`config.mk`:
```
export PLATFORM = sky130hd
export DESIGN_NAME = add_round_key_stream
export DESIGN_NICKNAME = d
export VERILOG_FILES = /design/src/rtl/add_round_key_stream.sv
export SDC_FILE = /design/constraint.sdc
export NUM_CORES = 1
export LEC_CHECK = 0
export ABC_AREA = 1
export BUFFER_PORTS_ARGS = -buffer_cell sky130_fd_sc_hd__buf_4
export CAP_MARGIN = 20
export CORE_ASPECT_RATIO = 1.2
export CORE_UTILIZATION = 45
export CTS_BUF_LIST = sky130_fd_sc_hd__clkbuf_8
export CTS_CLUSTER_SIZE = 28
export DETAILED_ROUTE_END_ITERATION = 8
export PLACE_DENSITY = 0.66
export SETUP_SLACK_MARGIN = 0.4
export SYNTH_ARGS = -nofsm -noshare
export SYNTH_HDL_FRONTEND = slang
export SYNTH_SLANG_ARGS = --single-unit
```
`constraint.sdc`:
```
create_clock -name clk -period 6.5 [get_ports clk]
set_input_delay 0.325 -clock clk [delete_from_list [all_inputs] [get_ports clk]]
set_output_delay 0.325 -clock clk [all_outputs]
set_load 0.03 [all_outputs]
```
`src/rtl/add_round_key_stream.sv`:
```
// ---------------------------------------------------------------------------
// add_round_key_stream
//
// Streaming AES AddRoundKey stage. A block of BLOCK_BYTES bytes arrives as
// BEATS = BLOCK_BYTES/LANE_BYTES beats of state bytes plus matching round-key
// bytes. The block is buffered (LOAD), then emitted beat by beat as
// state XOR key (DRAIN). A block may reuse the previously stored round key
// through key_keep, sampled on the first beat of that block.
//
// Ports
//   clk        : single clock, rising edge
//   rst_n      : synchronous active-low reset
//   din        : state beat, byte i on bits [8i+7:8i]
//   key        : round-key beat, sampled together with din
//   key_keep   : on first beat of a block, 1 = reuse stored key
//   in_valid   : din/key/key_keep valid
//   in_ready   : high while loading a block
//   dout       : din XOR key beat, forced to 0 while out_valid is low
//   out_valid  : dout valid (high while draining a block)
//   out_ready  : downstream accepts dout
//   out_last   : final beat of the block on dout
//   blk_count  : blocks fully drained since reset, wraps at 16 bits
// ---------------------------------------------------------------------------
module add_round_key_stream #(
  parameter int LANE_BYTES  = 1,
  parameter int BLOCK_BYTES = 16
) (
  input  logic                    clk,
  input  logic                    rst_n,
  input  logic [8*LANE_BYTES-1:0] din,
  input  logic [8*LANE_BYTES-1:0] key,
  input  logic                    key_keep,
  input  logic                    in_valid,
  output logic                    in_ready,
  output logic [8*LANE_BYTES-1:0] dout,
  output logic                    out_valid,
  input  logic                    out_ready,
  output logic                    out_last,
  output logic [15:0]             blk_count
);

  localparam int W     = 8 * LANE_BYTES;
  localparam int BEATS = BLOCK_BYTES / LANE_BYTES;
  localparam int CW    = (BEATS > 1) ? $clog2(BEATS) : 1;
  // Buffers are sized to the full counter range so every index is in bounds.
  localparam int DEPTH = 1 << CW;
  localparam logic [CW-1:0] LAST_IDX = CW'(BEATS - 1);

  generate
    if ((BLOCK_BYTES % LANE_BYTES) != 0) begin : g_bad_block
      $error("add_round_key_stream: BLOCK_BYTES must be a multiple of LANE_BYTES");
    end
    if (!(LANE_BYTES == 1 || LANE_BYTES == 2 || LANE_BYTES == 4 ||
          LANE_BYTES == 8 || LANE_BYTES == 16)) begin : g_bad_lane
      $error("add_round_key_stream: LANE_BYTES must be 1, 2, 4, 8 or 16");
    end
  endgenerate

  typedef enum logic {
    LOAD  = 1'b0,
    DRAIN = 1'b1
  } state_e;

  state_e          state_q, state_d;
  logic [CW-1:0]   wr_cnt_q, wr_cnt_d;
  logic [CW-1:0]   rd_cnt_q, rd_cnt_d;
  logic            key_loaded_q, key_loaded_d;
  logic            reuse_q, reuse_d;
  logic            in_ready_q, in_ready_d;
  logic            out_valid_q, out_valid_d;
  logic            out_last_q, out_last_d;
  logic [15:0]     blk_count_q, blk_count_d;

  logic [W-1:0]    data_buf [DEPTH];
  logic [W-1:0]    key_buf  [DEPTH];

  logic            in_xfer;
  logic            out_xfer;
  logic            reuse_eff;
  logic            key_we;

  // Bytewise XOR of a state beat with a key beat; zero when nothing is valid
  // so idle cycles never expose buffer contents.
  function automatic logic [W-1:0] add_key(input logic [W-1:0] state_beat,
                                           input logic [W-1:0] key_beat,
                                           input logic         vld);
    return vld ? (state_beat ^ key_beat) : '0;
  endfunction

  always_comb begin
    in_xfer  = in_valid && in_ready_q;
    out_xfer = out_valid_q && out_ready;
    // The reuse decision for the first beat is taken straight from the inputs
    // so that beat's key write is already suppressed; later beats use the
    // latched decision. Reuse is impossible before any full key exists.
    reuse_eff = (wr_cnt_q == '0) ? (key_keep && key_loaded_q) : reuse_q;
    key_we    = in_xfer && !reuse_eff;
  end

  always_comb begin
    state_d      = state_q;
    wr_cnt_d     = wr_cnt_q;
    rd_cnt_d     = rd_cnt_q;
    key_loaded_d = key_loaded_q;
    reuse_d      = reuse_q;
    in_ready_d   = in_ready_q;
    out_valid_d  = out_valid_q;
    out_last_d   = out_last_q;
    blk_count_d  = blk_count_q;

    case (state_q)
      LOAD: begin
        if (in_xfer) begin
          if (wr_cnt_q == '0) begin
            reuse_d = key_keep && key_loaded_q;
          end
          if (wr_cnt_q == LAST_IDX) begin
            state_d      = DRAIN;
            wr_cnt_d     = '0;
            rd_cnt_d     = '0;
            key_loaded_d = 1'b1;
            in_ready_d   = 1'b0;
            out_valid_d  = 1'b1;
            // A single-beat block starts draining on its last beat.
            out_last_d   = (BEATS == 1);
          end else begin
            wr_cnt_d = wr_cnt_q + CW'(1);
          end
        end
      end
      DRAIN: begin
        if (out_xfer) begin
          if (rd_cnt_q == LAST_IDX) begin
            state_d     = LOAD;
            rd_cnt_d    = '0;
            in_ready_d  = 1'b1;
            out_valid_d = 1'b0;
            out_last_d  = 1'b0;
            blk_count_d = blk_count_q + 16'd1;
          end else begin
            rd_cnt_d   = rd_cnt_q + CW'(1);
            out_last_d = ((rd_cnt_q + CW'(1)) == LAST_IDX);
          end
        end
      end
      default: begin
        state_d = LOAD;
      end
    endcase
  end

  always_ff @(posedge clk) begin
    if (!rst_n) begin
      state_q      <= LOAD;
      wr_cnt_q     <= '0;
      rd_cnt_q     <= '0;
      key_loaded_q <= 1'b0;
      reuse_q      <= 1'b0;
      in_ready_q   <= 1'b1;
      out_valid_q  <= 1'b0;
      out_last_q   <= 1'b0;
      blk_count_q  <= '0;
    end else begin
      state_q      <= state_d;
      wr_cnt_q     <= wr_cnt_d;
      rd_cnt_q     <= rd_cnt_d;
      key_loaded_q <= key_loaded_d;
      reuse_q      <= reuse_d;
      in_ready_q   <= in_ready_d;
      out_valid_q  <= out_valid_d;
      out_last_q   <= out_last_d;
      blk_count_q  <= blk_count_d;
    end
  end

  // Block buffers carry no reset; a discarded partial block is simply
  // overwritten by the next one.
  always_ff @(posedge clk) begin
    if (in_xfer) begin
      data_buf[wr_cnt_q] <= din;
    end
    if (key_we) begin
      key_buf[wr_cnt_q] <= key;
    end
  end

  assign in_ready  = in_ready_q;
  assign out_valid = out_valid_q;
  assign out_last  = out_last_q;
  assign blk_count = blk_count_q;
  assign dout      = add_key(data_buf[rd_cnt_q], key_buf[rd_cnt_q], out_valid_q);

endmodule
```
==> impl_summary.txt <==
----------------------------------------------------
[Run status]
  Result of the run ... complete, no violations

[STA]
  Number of setup violations in the final report ... 0
  Crit share post-route ... about three fifths
  Highest attainable clock frequency ... ~260 MHz
  Fin Setup TNS ... 0 ns
  Crit path setup slack, layout ... approximately 2.6 ns
  Worst hold slack ... 0.0619 ns
  Clock tree skew after final layout ... about 0.023 ns
  RSZ-0062 raised after global routing ... false
  Worst slew margin ... 43.2%
  Time the final worst path needs with I/O delays and setup ... 3.89 ns
  Number of endpoints with negative hold slack in the final report ... 0
  Number of pins exceeding their max-slew limit in the final report ... 0
  Transition at the pin with the smallest max-transition slack ... 0.849 ns

[Global routing]
  Number of global-route vias before repair ... 8662
  Leftover overflow at the end of global routing ... 0
  Wire length of the first global-routing pass ... 47000 um
  Maximum number of pins on one net before global-route repair ... 79
  Initial antenna violation count ... 0
  GRT Overall Usage ... between 20% and 30%

[Placed design]
  Instance count after placement with tap cells included ... 1688
  GPL Wtd Cong ... 0.822
  Area after DPL ... around 0.013 mm^2
  Estimated wirelength of the detail-placed design ... 18700 um
  Count of buffers inserted at the top-level ports ... 47
  Minimum setup slack after placement ... between 3 and 4 ns

[Layout]
  Most frequent standard cell in the layout excluding fill and tap cells ... sky130_fd_sc_hd__nand2_1
  Count of nets after finishing ... 1387
  Diode insertion count for antenna repair ... 0
  Number of fillers in the final layout ... 2523
  Most frequent cells in the layout ... sky130_fd_sc_hd__nand2_1 (428), sky130_fd_sc_hd__edfxtp_1 (256), sky130_fd_sc_hd__inv_1 (209)
  Post-Layout Inst Area ... 0.0142 mm^2
  Fin cells ... 1774
  Layout cells sized above 1 ... 10.3%
  Fraction of the core area covered by cells at the end of the flow ... 51.0%
  Area growth from synthesis to final layout ... 11.7%

[Clock tree]
  CTS-repair resized insts ... 0
  CTS clk-pin slew, worst paths ... 0.06 ns
  CTS tree ... done
  CTS Hold Bufs ... 0
  Total CTS buffers ... 46
  Number of buffers inserted by post-CTS setup repair ... 0
  Sinks on Clock Net ... 290
  Max clock buf depth ... 3
  Htree depth ... 2
  Worst-skew pair later-pin latency ... 0.56 ns
  Clock root buffer ... sky130_fd_sc_hd__clkbuf_8

[Yosys]
  Synthesized netlist cell count ... approximately 1300
  Synth warnings ... 0
  Largest cells by area after synthesis ... sky130_fd_sc_hd__edfxtp_1 (60%), sky130_fd_sc_hd__nand2_1 (13%), sky130_fd_sc_hd__nand3_1 (7.3%), sky130_fd_sc_hd__inv_1 (5.7%), sky130_fd_sc_hd__dfxtp_1 (5.3%)
  Count of cell types in the netlist ... 31
  Share of Yosys cell area claimed by the top area cell type ... between 60% and 70%
  Register bit total from synthesis ... 290
  Mean instance size in the synthesized netlist ... around 9.8 um^2
  Post-synthesis instance area ... 0.0127 mm^2
  Syn nets ... 1325
  Fraction of the yosys area taken by sequential cells ... 65.6%
  Yosys top cell by area ... sky130_fd_sc_hd__edfxtp_1

[Drt]
  Post-detailed-route wirelength per cell ... 17.0 um
  Drt initial violations ... 728
  Post-route DRC ... 0
  DRT Pass-1 Iters ... 5
  Vias ... 8936
  Remaining number of nets flagged by the antenna check after routing ... 0
  Average via count per standard cell ... 5.04
  Final wirelength ... 30100 um

[Critical path]
  Endpoint of the lowest-slack register-to-register path ... key_buf[0][4]$_DFFE_PP_
  Maximum fanout along the worst path ... 78
  Data arrival at the endpoint of the critical path ... between 3 and 4 ns
  Worst Setup Start Kind ... flop
  Launching point of the worst reg2reg path ... wr_cnt_q[2]$_SDFFE_PN0N_
  Register-to-register path setup slack ... between 4 and 5 ns
  Crit. End Element ... output port
  Number of cell instances on the worst register-to-register path ... 7
  Worst setup endpoint ... dout[4]
  Required time at the worst-slack endpoint ... ~6 ns
  Critical path start-end classification ... reg2out

[Worst hold path]
  Hold WC Path Type ... in2reg
  Cell depth of the worst min-delay path ... 2

[Die]
  Site Rows ... 67
  Die Height ... around 190 um
  Starting density of the core ... about 46%
  Floorplan die area ... 0.0290 mm^2
  Ports placed on the boundary ... between 40 and 50
  Floorplan Core Area ... 0.0279 mm^2
  Width of the die ... between 150 and 200 um

[Power]
  Power per unit of standard cell area ... about 250 mW/mm^2
  Worst ir drop on vdd ... ~0.11 mV
  Power consumption ... 3.58 mW
  Standby leakage power ... 5.97 nW

[Flow run]
  Maximum Capacitance Violations ... 0

----------------------------------------------------
[Yosys cell counts]
cell type	n
sky130_fd_sc_hd__or2_2	1
sky130_fd_sc_hd__dfxtp_1	34
sky130_fd_sc_hd__a21oi_2	1
sky130_fd_sc_hd__edfxtp_1	256
sky130_fd_sc_hd__nand4_1	4
sky130_fd_sc_hd__nand3_4	1
sky130_fd_sc_hd__xnor2_1	1
sky130_fd_sc_hd__o21ai_2	1
sky130_fd_sc_hd__o22ai_1	1
sky130_fd_sc_hd__nand3_1	186
sky130_fd_sc_hd__nand2_1	428
sky130_fd_sc_hd__ha_1	7
sky130_fd_sc_hd__nor2_1	57
sky130_fd_sc_hd__nor3_1	22
sky130_fd_sc_hd__a21oi_1	18
sky130_fd_sc_hd__o21ai_0	12
sky130_fd_sc_hd__buf_6	7
sky130_fd_sc_hd__nor2_4	2
sky130_fd_sc_hd__xor2_1	4
sky130_fd_sc_hd__a31oi_1	1
sky130_fd_sc_hd__inv_2	3
sky130_fd_sc_hd__and3_1	1
sky130_fd_sc_hd__buf_4	18
sky130_fd_sc_hd__nand2_2	2
sky130_fd_sc_hd__a221oi_1	1
sky130_fd_sc_hd__clkbuf_1	11
sky130_fd_sc_hd__a32oi_1	1
sky130_fd_sc_hd__inv_1	195
sky130_fd_sc_hd__buf_1	6
sky130_fd_sc_hd__buf_2	14
sky130_fd_sc_hd__nand3_2	1
[how the worst min path moves through the flow]
stage / from / end / slack, ns
CTS: rst_n / in_ready$_SDFFE_PN1P_ / 0.03
floorplan: din[0] / data_buf[0][0]$_DFFE_PP_ / 0.42
global placement: key_loaded_q$_SDFFE_PN0P_ / key_loaded_q$_SDFFE_PN0P_ / 0.44
finish: rst_n / in_ready$_SDFFE_PN1P_ / 0.06
detailed placement: key_loaded_q$_SDFFE_PN0P_ / key_loaded_q$_SDFFE_PN0P_ / 0.46
global route: rst_n / in_ready$_SDFFE_PN1P_ / 0.05
[routing by layer]
metal / track usage (%) / vias to the layer above / wire length [um]
met5: 0 / - / 0
met2: 34.6 / 307 / 14600
met1: 27.1 / 4225 / 12500
met4: 10.1 / 0 / 1060
li1: - / 4335 / -
met3: 4.16 / 69 / 1950
[worst max-delay path: stages, from the launching register on]
cell	delay, ns
sky130_fd_sc_hd__dfxtp_4	0.58
sky130_fd_sc_hd__inv_4	0.51
sky130_fd_sc_hd__buf_4	0.75
sky130_fd_sc_hd__nand2_1	0.12
sky130_fd_sc_hd__nand3_1	0.11
sky130_fd_sc_hd__nand3_1	0.11
sky130_fd_sc_hd__nand3_1	0.15
sky130_fd_sc_hd__nand2_1	0.13
sky130_fd_sc_hd__nand2_1	0.08
sky130_fd_sc_hd__nand2_1	0.05
sky130_fd_sc_hd__nor2_1	0.14
sky130_fd_sc_hd__buf_4	0.18
[cells by family (layout without fill, tap and decap cells)]
logic type / count (synthesis) / count (layout) / share of synthesized area, %
adder cells (fa/ha/maj): 7 / 7 / 0.687
XOR/XNOR: 5 / 5 / 0.343
buffers and inverters: 254 / 352 / 8.56
AND/OR/NAND/NOR: 705 / 705 / 23.2
AO/OA/AOI/OAI: 36 / 36 / 1.55
flip-flops: 290 / 290 / 65.6
[power by group]
group          switching, mW  internal, mW
Combinational         0.0761        0.0267
Clock                  0.702         0.726
Sequential           0.00542          2.05
[state kept, by name, summed over array words and instances, names as in the netlist, named ones only]
register and count:
blk_count 16, data_buf 128, in_ready 1, key_buf 128, key_loaded_q 1, out_last 1
out_valid 1, rd_cnt_q 4, reuse_q 1, state_q 1, wr_cnt_q 4
[layout make-up]
| type | count | area [um^2] | share of cell area (%) |
|---|---|---|---|
| tap | 379 | 474 | 3.33 |
| multi-input combinational | 753 | 3290 | 23.1 |
| timing repair buffer | 70 | 526 | 3.69 |
| clock buffer | 48 | 661 | 4.64 |
| sequential | 290 | 8370 | 58.8 |
| clock inverter | 36 | 178 | 1.25 |
| inverter | 198 | 746 | 5.23 |
Power figures use the tool's default switching activity.
